--- src/rtl/sonar_scheduler.sv ---
// ----------------------------------------------------------------------------
// sonar_scheduler: periodic trigger / wait / capture scheduler for a sonar sensor
// Revision 1.0
// ----------------------------------------------------------------------------
`timescale 1ns/1ps
`default_nettype none

module sonar_scheduler #(
  parameter int unsigned MEDIR_LARGURA    = 5,
  parameter int unsigned TIMEOUT_CICLOS   = 1_500_000,
  parameter int unsigned INTERVALO_CICLOS = 5_000_000
) (
  input  logic        clock,
  input  logic        reset,
  input  logic        ligar,
  input  logic        pronto_in,
  input  logic [11:0] medida_in,
  output logic        medir,
  output logic        reset_sensor,
  output logic [11:0] dado,
  output logic        dado_valido,
  output logic        timeout,
  output logic [3:0]  falhas,
  output logic [3:0]  db_estado
);

  localparam int unsigned MAX_AB = (MEDIR_LARGURA > TIMEOUT_CICLOS) ? MEDIR_LARGURA : TIMEOUT_CICLOS;
  localparam int unsigned MAX_ALL = (MAX_AB > INTERVALO_CICLOS) ? MAX_AB : INTERVALO_CICLOS;
  localparam int unsigned CNT_W = (MAX_ALL > 1) ? $clog2(MAX_ALL) : 1;

  localparam logic [CNT_W-1:0] MEDIR_FIM     = CNT_W'(MEDIR_LARGURA - 1);
  localparam logic [CNT_W-1:0] TIMEOUT_FIM   = CNT_W'(TIMEOUT_CICLOS - 1);
  localparam logic [CNT_W-1:0] INTERVALO_FIM = CNT_W'(INTERVALO_CICLOS - 1);

  typedef enum logic [3:0] {
    INICIAL   = 4'd0,
    DISPARA   = 4'd1,
    ESPERA    = 4'd2,
    ARMAZENA  = 4'd3,
    FALHA     = 4'd4,
    INTERVALO = 4'd5
  } estado_t;

  estado_t          r_estado;
  logic [CNT_W-1:0] r_cnt;

  assign db_estado = r_estado;

  // Outputs are registered: each one is set on the edge that enters the
  // state it belongs to, so it is valid for that state's whole duration.
  always_ff @(posedge clock) begin
    if (!reset) begin
      r_estado     <= INICIAL;
      r_cnt        <= '0;
      medir        <= 1'b0;
      reset_sensor <= 1'b0;
      dado         <= 12'h000;
      dado_valido  <= 1'b0;
      timeout      <= 1'b0;
      falhas       <= 4'd0;
    end else begin
      medir        <= 1'b0;
      reset_sensor <= 1'b0;
      dado_valido  <= 1'b0;
      timeout      <= 1'b0;
      case (r_estado)
        INICIAL: begin
          r_cnt <= '0;
          if (ligar) begin
            r_estado <= DISPARA;
            medir    <= 1'b1;
          end
        end
        DISPARA: begin
          if (r_cnt == MEDIR_FIM) begin
            r_estado <= ESPERA;
            r_cnt    <= '0;
          end else begin
            r_cnt <= r_cnt + 1'b1;
            medir <= 1'b1;
          end
        end
        ESPERA: begin
          // A response on the final wait cycle still counts as success.
          if (pronto_in) begin
            r_estado    <= ARMAZENA;
            r_cnt       <= '0;
            dado        <= medida_in;
            dado_valido <= 1'b1;
          end else if (r_cnt == TIMEOUT_FIM) begin
            r_estado     <= FALHA;
            r_cnt        <= '0;
            timeout      <= 1'b1;
            reset_sensor <= 1'b1;
            if (falhas != 4'hF) falhas <= falhas + 4'd1;
          end else begin
            r_cnt <= r_cnt + 1'b1;
          end
        end
        ARMAZENA, FALHA: begin
          r_estado <= INTERVALO;
          r_cnt    <= '0;
        end
        INTERVALO: begin
          if (!ligar) begin
            r_estado <= INICIAL;
            r_cnt    <= '0;
          end else if (r_cnt == INTERVALO_FIM) begin
            r_estado <= DISPARA;
            r_cnt    <= '0;
            medir    <= 1'b1;
          end else begin
            r_cnt <= r_cnt + 1'b1;
          end
        end
        default: begin
          r_estado <= INICIAL;
          r_cnt    <= '0;
        end
      endcase
    end
  end

endmodule

`default_nettype wire

--- config.mk ---
export PLATFORM = sky130hd
export DESIGN_NAME = sonar_scheduler
export DESIGN_NICKNAME = d
export VERILOG_FILES = /design/src/rtl/sonar_scheduler.sv
export SDC_FILE = /design/constraint.sdc
export NUM_CORES = 1
export LEC_CHECK = 0
export ABC_AREA = 1
export CAP_MARGIN = 20
export CORE_ASPECT_RATIO = 1.5
export CORE_UTILIZATION = 40
export CTS_CLUSTER_DIAMETER = 200
export DETAILED_ROUTE_END_ITERATION = 8
export DONT_BUFFER_PORTS = 1
export PLACE_DENSITY = 0.57
export SLEW_MARGIN = 20
export SYNTH_ARGS = -nofsm -noshare
export SYNTH_HDL_FRONTEND = slang
export SYNTH_SLANG_ARGS = --single-unit
export TNS_END_PERCENT = 30
--- constraint.sdc ---
create_clock -name clock -period 1.4 [get_ports clock]
set_input_delay 0.35 -clock clock [delete_from_list [all_inputs] [get_ports clock]]
set_output_delay 0.35 -clock clock [all_outputs]
set_load 0.01 [all_outputs]
==> results.md, run 1 <==
- Met3 Wirelength: 225 um
- Core Area: 0.00553 mm^2
- RSZ-0062 raised after global routing: yes
- Distinct cell type count after synthesis: 29
- CP Launch Type: flip-flop
- Starting Density: 42.3%
- Status: finished, violations left
- Hold Vio Cnt, Final: 0
- Met2 wirelength from detailed routing: between 3000 and 4000 um
- Final worst-path cycle share: 118%
- Clock Latency Late Sink: 0.31 ns
- Die Ht: around 96 um
- Remaining DRCs: 0
- First-pass GRT wire length: 9530 um
- # IOs: 40
- Fin nets: 428
- Worst path cell trace: ha_4 -> nand2_4 -> nor2_4 -> inv_2 -> nor2_2 -> nand3_2 -> nand2_2 -> nand2_2 -> inv_2 -> nand2_4 -> nand2_8 -> clkbuf_16 -> nor2_1
- Post-Syn Instances: about 340
- Synth area leader: dfxtp_1
- Share of cells above drive strength 1: approximately 34%
- Crit path buffers/inverters: 3
- Clock sinks: between 40 and 50
- FMAX: 0.606 GHz
- Die width: 64.5 um
- RePlAce Congestion: 0.905
- # fillers: 533
- Clock root cell: clkbuf_8
- Gr usage total: 20.6%
- H-tree Lvls: 2
- Average vias per placed instance: 4.70
- Delay-heaviest family, CP: simple AND/OR/NAND/NOR gates
- Max stage delay cell, worst path: dfxtp_4
- Max FO, Critical Path: 6
- CP peak stage delay: 0.38 ns
- Largest net degree at the start of global routing: 20
- Synth warnings: 0
- CTS buffer count: 5
- GRT overflow: 0
- Final setup TNS: -5.89 ns
- Total Power: 0.00322 W
- CTS tree: built
- Final ANT Viol Nets: 0
- Register area share after synthesis: 38.5%
- Vias in the first global route: 2259
- Max Cap Viol: 0
- Initial antenna violation count: 0
- Share of the synthesized area in the top cell type: 38.5%
- Cts hold-fix bufs: 0
- Avg Cell Area, Syn: 6.87 um^2
- Worst clock skew: 0.00914 ns
- P_leak: 1.36 nW
- Synth area leaders: dfxtp_1, nand2_1, nor2_1
- CTS Buffer Depth: 2
- IO Port Bufs: 0
- Vias: 2258
- WL met1: 2300 um
- Pwr/cell area: ~1000 mW/mm^2
- Register area: roughly 920 um^2
- Uppermost layer routed: met4
- Max Slew Vio Count: 0
- Min Hold Slack: roughly 0.13 ns
- Num rows: 33
- Clock-pin slew on the worst setup and hold paths: 0.09 ns
- Area Overhead vs Synth: 34.4%
- Number of diodes: 0
- CP endpoint kind: flip-flop
- Mapped Area: 0.00234 mm^2
- Setup CP Type: reg2reg
- Worst EP required: 1.61 ns
- DR iter-0 viols: 65
- Synth Net Count: 360
- Final setup violating endpoints: 31
- Worst path arrival time: 1.87 ns
- Routed WL: 6000 um
- Failing checks: negative setup slack
- DR WL/cell: 12.5 um
- Drt first pass iters: 4
- Fin crit period: 1.65 ns
- Max IR drop VDD: about 910 uV
- Detail Placement HPWL: between 4000 and 5000 um
- Hold WC Path Type: in2reg
- Post-route setup slack: -0.251 ns
- Synth Register Bits: 45
- Total die area: slightly above 0.006 mm^2
- Multi-input gate area: 0.00132 mm^2
metrics by stage:
stage / area (um^2) / util, % / setup slack (ns) / instances
3_3_place_gp: 2850 / 51.4 / -0.216 / 461
5_1_grt: 3150 / 56.9 / -0.319 / 480
6_report: 3150 / 56.9 / -0.251 / 480
3_5_place_dp: 2850 / 51.4 / -0.250 / 461
2_1_floorplan: 2360 / - / -0.0854 / 341
4_1_cts: 3010 / 54.4 / -0.223 / 474
flip-flops by register name, summed over array words and instances, names as in the netlist:
| signal | count |
|---|---|
| medir | 1 |
| db_estado | 3 |
| r_cnt | 23 |
| falhas | 4 |
| dado_valido | 1 |
| dado | 12 |
| timeout | 1 |
worst register-to-register path, stage by stage, from the launching register on:
cell and delay (ns):
dfxtp_4 0.38, ha_4 0.14, nand2_4 0.06, nor2_4 0.15, inv_2 0.06, nor2_2 0.09, nand3_2 0.09, nand2_2 0.09
nand2_2 0.07, inv_2 0.08, nand2_4 0.07, nand2_8 0.10, clkbuf_16 0.16, nor2_1 0.04
power by group:
group          switching [W]  internal, W
clock network       0.000488     0.000355
registers          0.0000598      0.00135
logic               0.000551     0.000418
cell type report:
class,instances,area share [%]
Multi-Input combinational cell,245,42.1
Clock buffer,5,2.19
Tap cell,70,2.78
Timing Repair Buffer,71,18.3
Sequential cell,45,29.1
Inverter,41,4.89
Clock inverter,3,0.676
layout by cell type, fill, tap and decap left out, types with 6 or more instances in the layout:
cell type / netlist / routed
dfxtp_2: 0 / 7
nor2_1: 60 / 44
xor2_1: 12 / 12
nor2_2: 12 / 26
dfxtp_1: 45 / 36
nand4_1: 10 / 10
nand2_1: 70 / 66
nand3_1: 29 / 26
a21oi_1: 18 / 18
inv_1: 37 / 37
nand2_2: 3 / 6
o21ai_0: 6 / 6
buf_4: 2 / 66
synthesized netlist by cell type:
master,count
and3_1,1
nor3_2,1
a21oi_1,18
or2_2,1
inv_2,4
o21ai_0,6
nor2_1,60
dfxtp_1,45
nand3_2,1
buf_12,1
nand2_1,70
clkbuf_1,6
xnor2_1,2
inv_1,37
nand3_1,29
nor3_1,6
nor2_2,12
o22ai_1,2
nand4_1,10
ha_1,3
nand2_4,3
xor2_1,12
nand2_2,3
buf_6,1
o211ai_1,1
o21ai_1,1
nor2_4,2
conb_1,1
buf_4,2
path summary, 6_finish.rpt:
| path | slack (ns) | startpoint | depth (start not counted) | end |
|---|---|---|---|---|
| hold / removal | 0.13 | reset | 2 | medir |
| setup / recovery | -0.25 | r_cnt[0] | 13 | r_cnt[22] |
| hold reg to reg | 0.45 | r_cnt[0] | 1 | r_cnt[0] |
| setup reg to reg | -0.25 | r_cnt[0] | 13 | r_cnt[22] |
metal layers:
layer  track usage, %  vias to the layer above
li1                 -                     1200
met1             19.0                     1002
met2             41.0                       44
met3             4.74                       12
met4             10.9                        0
met5                0                        -
cell families (layout without fill, tap and decap cells):
kind of cell | Yosys count | count (layout) | synth area share (%)
AO/OA/AOI/OAI | 28 | 28 | 6.20
AND/OR/NAND/NOR | 199 | 199 | 38.8
other | 1 | 1 | 0.160
adder cells (fa/ha/maj) | 3 | 3 | 1.60
flip-flops | 45 | 45 | 38.5
XOR/XNOR | 14 | 14 | 5.24
buffers and inverters | 51 | 120 | 9.51
what timing repair did:
item,in CTS,in global routing
pin swaps,1,5
endpoints found under the hold margin,0,0
setup buffers,5,5
setup endpoints to repair,31,44
resized for setup,10,28
cloned,0,1
No activity file was read; power rests on OpenSTA's default activity.
==> run 2: changes to the inputs <==
Settings changed: ABC_CLOCK_PERIOD_IN_PS set to 1400.
==> results of run 2 <==
Same layout as run 1: the final DEF is identical, and so are final timing and power.
==> run 3: changes to the inputs <==
Settings changed: GPL_TIMING_DRIVEN set to 0.
==> run 3 against run 2 <==
The flow still finishes with violations (negative setup slack). Sequential share of layout area grew 2.7 points. Via count fell by 3.1%. Sequential power increased by 4%. Cell count is 9.0% lower. Power rose by 4.2%. Critical path type unchanged.
==> results.md, run 3 (synthesized netlist as in run 1, its figures left out) <==
- Worst path arrival time: ~1.8 ns
- Delay-heaviest family, CP: simple AND/OR/NAND/NOR gates
- Gr usage total: 20.4%
- GRT overflow: 0
- H-tree Lvls: 2
- Failing checks: negative setup slack
- Starting Density: 42.3%
- IO Port Bufs: 0
- WHS Endpoint: medir
- Fin crit period: approximately 1.6 ns
- FMAX: 0.607 GHz
- Drt first pass iters: 4
- Total Power: 0.00336 W
- Die width: 64.5 um
- Final worst-path cycle share: 118%
- Core Area: around 0.0055 mm^2
- Max FO, Critical Path: 5
- CP endpoint kind: flip-flop
- RePlAce Congestion: 0.876
- Largest net degree at the start of global routing: 15
- CTS Buffer Depth: 2
- Max stage delay cell, worst path: dfxtp_4
- Clock root cell: clkbuf_8
- CP peak stage delay: 0.37 ns
- Reg2reg path depth: 13
- Hold depth: 2
- Critical R2R Launch: r_cnt[0]
- Cts hold-fix bufs: 0
- Worst clock skew: 0.00553 ns
- Vias: 2187
- Share of cells above drive strength 1: 27.0%
- Post-route setup slack: -0.247 ns
- CP Launch Type: flip-flop
- Reg with most FFs: r_cnt
- R2r endpoint: r_cnt[17]
- DP Worst Slack: -0.339 ns
- Fin util: 52.1%
- Fin nets: 385
- Largest register FFs: 23
- First-pass GRT wire length: 9600 um
- # IOs: 40
- RSZ-0062 raised after global routing: yes
- Detail Placement HPWL: around 4100 um
- Die Ht: 95.7 um
- Max IR drop VDD: 784 uV
- Max Cap Viol: 0
- Average vias per placed instance: 5.00
- Num rows: 33
- Worst path cell trace: buf_6 -> inv_4 -> ha_4 -> nand3_2 -> nor2_1 -> nand3_1 -> nand2_2 -> nand2_2 -> inv_2 -> nand2_4 -> nand2_8 -> buf_6 -> nor2_1
- P_leak: 1.17 nW
- CTS buffer count: 5
- Hold Vio Cnt, Final: 0
- Placement Cell Area: 0.00245 mm^2
- Number of diodes: 0
- Min Hold Slack: 0.146 ns
- Vias in the first global route: roughly 2200
- Setup CP Type: reg2reg
- Clock sinks: between 40 and 50
- Min-delay src: reset
- Worst R2R Setup Slack: -0.25 ns
- Initial antenna violation count: 0
- DR WL/cell: 13.0 um
- Max Slew Vio Count: 0
- Final setup violating endpoints: 31
- Leading registers by flop count: r_cnt x23, dado x12, falhas x4
- Hold WC Path Type: in2reg
- Pwr/cell area: 1170 mW/mm^2
- Status: finished, violations left
- Routed WL: 5670 um
- DR iter-0 viols: 126
- Worst EP required: between 1.5 and 2 ns
- Most common cell after layout, fill and taps aside: nand2_1
- Total die area: 0.00617 mm^2
- Clock Latency Late Sink: 0.30 ns
- Area Overhead vs Synth: 23.0%
- Remaining DRCs: 0
- Final ANT Viol Nets: 0
- Final Cell Area: a little under 0.003 mm^2
- Clock-pin slew on the worst setup and hold paths: 0.09 ns
- CTS tree: built
- Crit path buffers/inverters: 4
- Commonest non-fill, non-tap cells in the layout: nand2_1, nor2_1, dfxtp_1
## run 3: cell count changes in the layout (fill, tap and decap cells not counted), sizes merged
cell      previous run  this run
bufinv               0         1
clkinvlp             1         0
clkbuf               6        11
buf                 70        23
inv                 42        41
## run 3: cell type report
cell class,instances,area (um^2)
Fill cell,590,2650
Multi-Input combinational cell,245,1350
Sequential cell,45,918
Timing Repair Buffer,18,170
Inverter,41,159
Tap cell,70,87.6
Buffer,10,80.1
Clock buffer,6,72.6
Clock inverter,2,38.8
## run 3: report_power, final
group          switching (W)  internal [W]  leakage [nW]
clock               0.000460      0.000536        0.0554
combinational       0.000513      0.000382         0.748
sequential          0.000107       0.00136         0.369
total                0.00108       0.00228          1.17
## run 3: stage by stage
stage | instances | setup TNS (ns)
4_1_cts | 430 | -6.36
3_5_place_dp | 411 | -10.37
2_1_floorplan | 341 | -1.67
6_report | 437 | -6.30
5_1_grt | 437 | -9.90
3_3_place_gp | 411 | -10.43
## run 3: worst reg2reg max path, stage by stage (launching register included)
cell and delay (ns):
dfxtp_4 0.37, buf_6 0.12, inv_4 0.05, ha_4 0.12
nand3_2 0.07, nor2_1 0.12, nand3_1 0.11, nand2_2 0.09
nand2_2 0.08, inv_2 0.08, nand2_4 0.07, nand2_8 0.10
buf_6 0.13, nor2_1 0.04
## run 3: how the worst max path moves through the flow
stage	from	end	depth (start not counted)
6_report	r_cnt[0]	r_cnt[17]	13
2_1_floorplan	r_cnt[1]	r_cnt[16]	13
5_1_grt	r_cnt[0]	r_cnt[18]	13
3_5_place_dp	r_cnt[2]	r_cnt[17]	6
3_3_place_gp	r_cnt[2]	r_cnt[17]	6
4_1_cts	r_cnt[0]	r_cnt[21]	13
## run 3: what timing repair did
item | in CTS | in global routing
endpoints found under the setup margin | 41 | 42
setup buffers | 9 | 7
pin swaps | 7 | 10
gates resized for setup | 36 | 21
gates cloned | 2 | 0
## run 3: per-layer routing
layer / vias to the layer above / wire, um / global-route usage, %
met3: 12 / 221 / 4.74
met1: 1007 / 2070 / 18.9
li1: 1119 / - / -
met4: 0 / 129 / 10.4
met2: 49 / 3240 / 40.4
met5: - / 0 / 0
